## config.mk

```make
export PLATFORM = sky130hd
export DESIGN_NAME = regfile_write_arbiter_flat
export DESIGN_NICKNAME = d
export VERILOG_FILES = /design/src/rtl/regfile_write_arbiter_if.sv /design/src/rtl/regfile_write_arbiter.sv /design/src/flat_wrapper.sv
export SDC_FILE = /design/constraint.sdc
export NUM_CORES = 1
export LEC_CHECK = 0
export BUFFER_PORTS_ARGS = -buffer_cell sky130_fd_sc_hd__buf_2
export CORE_MARGIN = 10
export CORE_UTILIZATION = 46
export CTS_BUF_LIST = sky130_fd_sc_hd__clkbuf_2 sky130_fd_sc_hd__clkbuf_4 sky130_fd_sc_hd__clkbuf_8
export CTS_CLUSTER_SIZE = 20
export DETAILED_ROUTE_END_ITERATION = 6
export GPL_ROUTABILITY_DRIVEN = 0
export GPL_TIMING_DRIVEN = 1
export PLACE_DENSITY = 0.82
export SKIP_CTS_REPAIR_TIMING = 1
export SLEW_MARGIN = 20
export SYNTH_ARGS = -nofsm -noshare
export SYNTH_HDL_FRONTEND = slang
export SYNTH_SLANG_ARGS = --single-unit
export TNS_END_PERCENT = 30
```

## constraint.sdc

```tcl
create_clock -name Clk -period 2.02 [get_ports Clk]
set_input_delay 0.101 -clock Clk [delete_from_list [all_inputs] [get_ports Clk]]
set_output_delay 0.101 -clock Clk [all_outputs]
set_load 0.03 [all_outputs]
```

## src/rtl/regfile_write_arbiter_if.sv

```systemverilog
// rtl/regfile_write_arbiter_if.sv - writeback, debug and register-file write buses of the write arbiter
interface regfile_write_arbiter_if;
    logic        WbWrite;
    logic [4:0]  WbAddr;
    logic [31:0] WbData;
    logic        WbStall;

    logic        DbgReq;
    logic [4:0]  DbgAddr;
    logic [31:0] DbgData;
    logic        DbgAck;

    logic        RegWrite;
    logic [4:0]  RegWrAddr;
    logic [31:0] RegWrData;

    modport master (
        output WbWrite, WbAddr, WbData, DbgReq, DbgAddr, DbgData,
        input  WbStall, DbgAck, RegWrite, RegWrAddr, RegWrData
    );

    modport slave (
        input  WbWrite, WbAddr, WbData, DbgReq, DbgAddr, DbgData,
        output WbStall, DbgAck, RegWrite, RegWrAddr, RegWrData
    );
endinterface

```

## src/rtl/regfile_write_arbiter.sv

```systemverilog
// rtl/regfile_write_arbiter.sv - register file write-port arbiter with zero-clear sequencer
module regfile_write_arbiter #(
    parameter int MAX_WAIT       = 4,
    parameter bit CLEAR_ON_RESET = 1'b1
) (
    input  logic                          Clk,
    input  logic                          Reset,
    input  logic                          Init,
    output logic                          Busy,
    regfile_write_arbiter_if.slave        Bus
);

    typedef enum logic {CLEAR, RUN} state_t;

    localparam logic [3:0] MaxWait = MAX_WAIT[3:0];

    state_t      State;
    state_t      NextState;
    logic [4:0]  ClrCnt;
    logic [3:0]  WaitCnt;

    logic        Pending;
    logic        Force;
    logic        GrantWb;
    logic        GrantDbg;
    logic        StallC;

    always_ff @(posedge Clk) begin
        if (Reset) begin
            State <= CLEAR_ON_RESET ? CLEAR : RUN;
        end else begin
            State <= NextState;
        end
    end

    // Init during the final clear cycle keeps us in CLEAR for a full restart.
    always_comb begin
        NextState = State;
        case (State)
            CLEAR:   if (!Init && ClrCnt == 5'd31) NextState = RUN;
            RUN:     if (Init) NextState = CLEAR;
            default: NextState = State;
        endcase
    end

    // A debug request is not pending during its own ack cycle, which blocks a double write.
    always_comb begin
        Pending  = Bus.DbgReq && !Bus.DbgAck;
        Force    = 1'b0;
        GrantWb  = 1'b0;
        GrantDbg = 1'b0;
        StallC   = 1'b0;
        if (State == CLEAR) begin
            StallC = 1'b1;
        end else begin
            Force = Pending && (WaitCnt >= MaxWait);
            if (Force) begin
                GrantDbg = 1'b1;
                StallC   = 1'b1;
            end else if (Bus.WbWrite) begin
                GrantWb = 1'b1;
            end else if (Pending) begin
                GrantDbg = 1'b1;
            end
        end
    end

    assign Bus.WbStall = StallC;

    always_ff @(posedge Clk) begin
        if (Reset) begin
            Bus.RegWrite  <= 1'b0;
            Bus.RegWrAddr <= 5'd0;
            Bus.RegWrData <= 32'd0;
            Bus.DbgAck    <= 1'b0;
            WaitCnt       <= 4'd0;
            ClrCnt        <= 5'd1;
            Busy          <= CLEAR_ON_RESET;
        end else begin
            Busy       <= (NextState == CLEAR);
            Bus.DbgAck <= GrantDbg;
            if (State == CLEAR) begin
                Bus.RegWrite  <= 1'b1;
                Bus.RegWrAddr <= ClrCnt;
                Bus.RegWrData <= 32'd0;
                ClrCnt        <= Init ? 5'd1 : ClrCnt + 5'd1;
            end else begin
                if (Init) begin
                    ClrCnt <= 5'd1;
                end
                // Register 0 is hardwired; its writes are arbitrated but never enabled.
                if (GrantDbg) begin
                    Bus.RegWrite  <= (Bus.DbgAddr != 5'd0);
                    Bus.RegWrAddr <= Bus.DbgAddr;
                    Bus.RegWrData <= Bus.DbgData;
                end else if (GrantWb) begin
                    Bus.RegWrite  <= (Bus.WbAddr != 5'd0);
                    Bus.RegWrAddr <= Bus.WbAddr;
                    Bus.RegWrData <= Bus.WbData;
                end else begin
                    Bus.RegWrite <= 1'b0;
                end
                if (!Bus.DbgReq || GrantDbg) begin
                    WaitCnt <= 4'd0;
                end else if (Pending && WaitCnt != 4'd15) begin
                    WaitCnt <= WaitCnt + 4'd1;
                end
            end
        end
    end

endmodule

```

## src/flat_wrapper.sv

```systemverilog
// flat-port wrapper written by rule: the top's interface ports become plain ports
module regfile_write_arbiter_flat 
#(
    parameter int MAX_WAIT       = 4,
    parameter bit CLEAR_ON_RESET = 1'b1
)
  (Clk, Reset, Init, Busy, Bus_WbWrite, Bus_WbAddr, Bus_WbData, Bus_DbgReq, Bus_DbgAddr, Bus_DbgData, Bus_WbStall, Bus_DbgAck, Bus_RegWrite, Bus_RegWrAddr, Bus_RegWrData);
  regfile_write_arbiter_if Bus_i ();
  input  logic Clk;
  input  logic Reset;
  input  logic Init;
  output logic Busy;
  input wire logic [$bits(Bus_i.WbWrite)-1:0] Bus_WbWrite;
  input wire logic [$bits(Bus_i.WbAddr)-1:0] Bus_WbAddr;
  input wire logic [$bits(Bus_i.WbData)-1:0] Bus_WbData;
  input wire logic [$bits(Bus_i.DbgReq)-1:0] Bus_DbgReq;
  input wire logic [$bits(Bus_i.DbgAddr)-1:0] Bus_DbgAddr;
  input wire logic [$bits(Bus_i.DbgData)-1:0] Bus_DbgData;
  output wire logic [$bits(Bus_i.WbStall)-1:0] Bus_WbStall;
  output wire logic [$bits(Bus_i.DbgAck)-1:0] Bus_DbgAck;
  output wire logic [$bits(Bus_i.RegWrite)-1:0] Bus_RegWrite;
  output wire logic [$bits(Bus_i.RegWrAddr)-1:0] Bus_RegWrAddr;
  output wire logic [$bits(Bus_i.RegWrData)-1:0] Bus_RegWrData;
  assign Bus_i.WbWrite = Bus_WbWrite;
  assign Bus_i.WbAddr = Bus_WbAddr;
  assign Bus_i.WbData = Bus_WbData;
  assign Bus_i.DbgReq = Bus_DbgReq;
  assign Bus_i.DbgAddr = Bus_DbgAddr;
  assign Bus_i.DbgData = Bus_DbgData;
  assign Bus_WbStall = Bus_i.WbStall;
  assign Bus_DbgAck = Bus_i.DbgAck;
  assign Bus_RegWrite = Bus_i.RegWrite;
  assign Bus_RegWrAddr = Bus_i.RegWrAddr;
  assign Bus_RegWrData = Bus_i.RegWrData;
  regfile_write_arbiter #(.MAX_WAIT(MAX_WAIT), .CLEAR_ON_RESET(CLEAR_ON_RESET)) u_core (.Clk(Clk), .Reset(Reset), .Init(Init), .Busy(Busy), .Bus(Bus_i));
endmodule
```

---- Yosys cells after proc, flatten, opt, wreduce, memory -nomap -nowiden ----
Cells that the tools add are included.
storage, ports and cells
  bits in writable memories ............... 0
  register bits after elaboration ......... 50
  bits in latches ......................... 0
  memories ................................ 0
  bits in read-only memories .............. 0
  output and inout port bits .............. 41
cells by class
  magnitude comparators ................... 1
  divide/modulo/power cells ............... 0
  eq/ne operators ......................... 4
  reductions and logical operators ........ 14
  multiplexer cells ....................... 25
  add/sub/neg operators ................... 2
  multipliers ............................. 0
  shift-type cells ........................ 0
  bitwise operators ....................... 2
operators by type and width
  cell                                                 number
  2-to-1 mux 32 bit                                    2
  2-to-1 mux 5 bit                                     6
  2-to-1 mux 1 bit                                     14
  nonzero test 5 bit                                   2
  2-to-1 mux 4 bit                                     2
  adder 5 x 1 -> 5 bit, second input constant          1
  equality test 5 bit, second input constant           1
  adder 4 x 1 -> 4 bit, second input constant          1
  >= comparator 4 x 3 -> 1 bit, second input constant  1
  logical AND 1 bit                                    4
  inequality test 4 bit, second input constant         1
  nonzero test 2 bit                                   2
  zero test 1 bit                                      3
  inequality test 3 bit, second input constant         1
  inequality test 2 bit, second input constant         1
  NOT 1 bit                                            2
  case mux 1 bit (2 select lines)                      1
  AND reduction 2 bit                                  1
  OR reduction 2 bit                                   1
  logical OR 1 bit                                     1

---- Longest topological paths before layout ----
  depth in word-level cells ............... 9
  depth in mapped cells ................... 6

---- Worst setup path after synthesis ----
OpenSTA, ideal clock, no wires.
  path type ............................... register to register
  start point ............................. register u_core.Bus.DbgAck
  end point ............................... register u_core.Bus.RegWrAddr[1]
  data arrival time ....................... 1.528 ns
  path buffers ............................ 2
  required time ........................... 1.890 ns
  clock period less this slack ............ 1.659 ns
  cell stages (with the launch flop) ...... 7
  slack ................................... 0.361 ns
  library setup time ...................... 0.130 ns
  cells stage by stage .................... dfxtp_1 > nand2b_1 > a211oi_2 > buf_4 > buf_6 > mux2i_1 > o32ai_1
on the way
  cells in the longest elaborated chain, start to end .. 8
  elaborated cells on any way between the ends .. 12
  classes of those cells .................. eq/ne (1); mux (8); reduce/logical (3)
RTL lines
  what                      line                            source
  start: declaration        regfile_write_arbiter_if.sv:24  output WbStall, DbgAck, RegWrite, RegWrAddr, RegWrData
  start signal: assignment  regfile_write_arbiter.sv:81     Bus.DbgAck <= GrantDbg;
  zero test 1 bit *         regfile_write_arbiter.sv:48     Pending = Bus.DbgReq && !Bus.DbgAck;
  logical AND 1 bit *       regfile_write_arbiter.sv:48
  2-to-1 mux 1 bit          regfile_write_arbiter.sv:62     end else if (Pending) begin
  2-to-1 mux 1 bit          regfile_write_arbiter.sv:60     end else if (Bus.WbWrite) begin
  2-to-1 mux 1 bit          regfile_write_arbiter.sv:57     if (Force) begin
  2-to-1 mux 1 bit          regfile_write_arbiter.sv:53     if (State == CLEAR) begin
  2-to-1 mux 5 bit          regfile_write_arbiter.sv:92     if (GrantDbg) begin
  2-to-1 mux 5 bit          regfile_write_arbiter.sv:82     if (State == CLEAR) begin
  end signal: assignment    regfile_write_arbiter.sv:84     Bus.RegWrAddr <= ClrCnt;
  end signal: assignment    regfile_write_arbiter.sv:94     Bus.RegWrAddr <= Bus.DbgAddr;
  end signal: assignment    regfile_write_arbiter.sv:98     Bus.RegWrAddr <= Bus.WbAddr;
  end: declaration          regfile_write_arbiter_if.sv:24
Mark *: on every way between the ends. The rest lies on a longest branch, timed or not.
A chain may end at the register's enable or synchronous reset.

---- Worst setup path after layout ----
  start point ............................. register u_core.Bus.DbgAck
  end point ............................... register u_core.Bus.RegWrData[7]
on the way
  cells in the longest elaborated chain, start to end .. 7
  elaborated cells on any way between the ends .. 11
  classes of those cells .................. mux (7); reduce/logical (4)
RTL lines
  what                                                     line                            source
  zero test 1 bit *                                        regfile_write_arbiter.sv:48
  logical AND 1 bit *                                      regfile_write_arbiter.sv:48
  2-to-1 mux 1 bit                                         regfile_write_arbiter.sv:62
  2-to-1 mux 1 bit                                         regfile_write_arbiter.sv:60
  2-to-1 mux 1 bit                                         regfile_write_arbiter.sv:57
  2-to-1 mux 1 bit                                         regfile_write_arbiter.sv:53
  2-to-1 mux 32 bit or nonzero test 2 bit (tied branches)  n/a
  end signal: assignment                                   regfile_write_arbiter.sv:95     Bus.RegWrData <= Bus.DbgData;
  end signal: assignment                                   regfile_write_arbiter.sv:99     Bus.RegWrData <= Bus.WbData;
  end: declaration                                         regfile_write_arbiter_if.sv:24
Marks and branches as above.

==> out/metrics.cfg <==
[global_routing]
grt_first_pass_wirelength_mm=10.81
track_usage=0.1702
grt_pass1_vias=2336
antenna_found_initial=0
grt_overflow=0
grt_max_degree=66

[clock_network]
clock_latency_ns=0.29
cts_buffer_depth=2
cts_root_buf=clkbuf_8
cts_made_buffers=5
cts_sinks=50
cts_tree=built
clk_pin_slew_ns=0.09
htreeDepth=2

[sta]
skew_ns=0.003344
fin_tns_setup_ns=0
finalCritPeriodShare=0.8204
rsz0062_at_grt=no
maxSlewHeadroom=0.7597
finalCriticalPeriod_ns=1.657
tightestPinTransition_ns=0.3591
finalHoldViolCount=0
setup_viol=0
fmax_ghz=0.6034
drv_slew=0

[finish]
area_delta_synth_final_pct=37.31
nNetsFinal=432
layout-drive-gt1-share=0.3846
antennaDiodeCount=0
stdcell_area_sq_mm=0.003012
fin_util=0.6462

[setup_path]
r2r_cells=5
critPathCaptureType=flip-flop
path_class=reg2reg
reg2reg_slack_ns=0.36
arrival_ns=1.84
r2r-end=u_core.Bus.RegWrData[7]$_SDFFE_PP0P_
critPathLaunchType=flip-flop
cp_max_fo=20
reg2reg_from=u_core.Bus.DbgAck$_SDFF_PP0_
crit_required_ns=2.20

[min_path]
hold_depth=2
min-delay-start=Init
holdPathEnd=u_core.ClrCnt[2]$_SDFFE_PP0P_
min_path_type=in2reg

[yosys]
ys_types=31
synth_seq_area_share=0.4564
yosys_warnings=0
avgSynthCellArea_sq_um=9.294
synth_cells=236
syn_area_sq_mm=0.002193
synth-seq-cells=50
synth_nets=318

[status]
status=complete, no violations

[floorplanning]
dieArea_sq_mm=0.007930
rows=25
io_pins=120
coreArea_sq_mm=0.004661
die_y_microns=89.05
start_util=0.4706
die_w_microns=89.05

[routing]
vias=2196
drc=0
postRouteAntennaNets=0
routedWlPerCell_microns=16.83
via_per_inst=5.422
dr.pass1.iters=5
wirelength_mm=6.818
drt_iter0_markers=126

[placement]
dpl_cell_area_sq_mm=0.002869
dp_hpwl_mm=5.070
io_buffers=119

[run]
drv_cap=0

[power]
leakagePower_nw=1.319
power_density_mw_per_mm2=662.5
ir_drop_mv=0.4398

worst max-delay path, stage by stage, from the launching register on:
cell and delay [ns]:
dfxtp_1 0.35, nand2b_1 0.26, a211oi_4 0.36, buf_12 0.23, mux2i_1 0.23, a21oi_1 0.10
stage by stage:
step | cells | total power, mW | hold slack [ns] | setup WS [ns]
after floorplan | 236 | 1.070 | 0.1784 | 0.3615
after global placement | 397 | 1.159 | 0.3534 | 0.4646
after detailed placement | 397 | 1.162 | 0.3573 | 0.3744
after CTS | 405 | 2.008 | 0.03907 | 0.3566
after global routing | 405 | 2.068 | 0.06556 | 0.2633
final | 405 | 1.995 | 0.05260 | 0.3627
state kept, by name, summed over array words and instances, names as in the netlist:
register,cells
u_core.Busy,1
u_core.Bus.RegWrAddr,5
u_core.Bus.RegWrData,32
u_core.State,1
u_core.ClrCnt,5
u_core.Bus.RegWrite,1
u_core.Bus.DbgAck,1
u_core.WaitCnt,4
synth_stat cells:
master     number  area share
a211oi_2        1      0.0057
a21oi_1        37       0.084
a31oi_1         5       0.014
a32oi_1         1      0.0040
a41oi_1         1      0.0040
and3_1          1      0.0029
buf_2           2      0.0046
buf_4           2      0.0068
buf_6           1      0.0051
clkbuf_1       12       0.021
dfxtp_1        50        0.46
ha_1            3       0.017
inv_1           2      0.0034
inv_2           1      0.0017
mux2i_1        38        0.17
nand2_1         5      0.0086
nand2b_1        2      0.0057
nand3_1         2      0.0046
nor2_1          9       0.015
nor2b_1         6       0.017
nor3_1          7       0.016
nor4b_1         1      0.0040
o2111ai_1       1      0.0040
o211ai_1        1      0.0034
o21a_1          1      0.0034
o21ai_0        35       0.080
o22ai_1         1      0.0029
o32ai_1         3       0.012
or4_1           2      0.0068
xnor2_1         1      0.0040
xor2_1          2      0.0080
worst max path at each step:
| stage | from | end | slack, ns | cells past startpoint |
|---|---|---|---|---|
| CTS | u_core.Bus.DbgAck$_SDFF_PP0_ | u_core.Bus.RegWrData[7]$_SDFFE_PP0P_ | 0.36 | 5 |
| floorplan | u_core.Bus.DbgAck$_SDFF_PP0_ | u_core.Bus.RegWrAddr[1]$_SDFFE_PP0P_ | 0.36 | 6 |
| finish | u_core.Bus.DbgAck$_SDFF_PP0_ | u_core.Bus.RegWrData[7]$_SDFFE_PP0P_ | 0.36 | 5 |
| global placement | u_core.Bus.DbgAck$_SDFF_PP0_ | u_core.Bus.RegWrAddr[1]$_SDFFE_PP0P_ | 0.46 | 5 |
| detailed placement | u_core.Bus.DbgAck$_SDFF_PP0_ | u_core.Bus.RegWrData[7]$_SDFFE_PP0P_ | 0.37 | 5 |
| global route | u_core.Bus.DbgAck$_SDFF_PP0_ | u_core.Bus.RegWrData[7]$_SDFFE_PP0P_ | 0.26 | 5 |
placed cells by master (no fill, tap or decap), drive strengths merged, types with 2 or more instances in the layout:
master,instances
a21oi,37
a31oi,5
buf,124
bufinv,2
clkbuf,6
dfxtp,50
ha,3
inv,3
mux2i,38
nand2,5
nand2b,2
nand3,2
nor2,9
nor2b,6
nor3,7
o21ai,35
o32ai,3
or4,2
xor2,2
where the power goes:
group          leakage (nW)  switching (mW)  internal (mW)  total [mW]
clock network        0.0714           0.326          0.528       0.854
registers             0.404         0.00506          0.992       0.997
logic                 0.844          0.0650         0.0791       0.144
total                  1.32           0.396           1.60        2.00
routing by layer:
layer,GRT usage,vias to the layer above,wire length [microns]
met5,0,-,0
met4,0.05925,0,73
met3,0.08842,6,885
met2,0.2826,98,3232
met1,0.1819,1010,2626
li1,-,1082,-
layout make-up:
class                           count  area (sq um)
Multi-Input combinational cell    166          1119
Clock inverter                      2         60.06
Fill cell                         408          1649
Inverter                            3         11.26
Clock buffer                        6         82.58
Tap cell                           54         67.56
Timing Repair Buffer              124         670.6
Sequential cell                    50          1001
cells by family after synthesis:
logic type	after synthesis	share of synthesized area
flip-flops	50	0.4564
XOR/XNOR	3	0.01198
AO/OA/AOI/OAI	87	0.2179
AND/OR/NAND/NOR	35	0.08100
adder cells (fa/ha/maj)	3	0.01712
buffers and inverters	20	0.04221
multiplexers	38	0.1734
No activity file was read; power rests on OpenSTA's default activity.
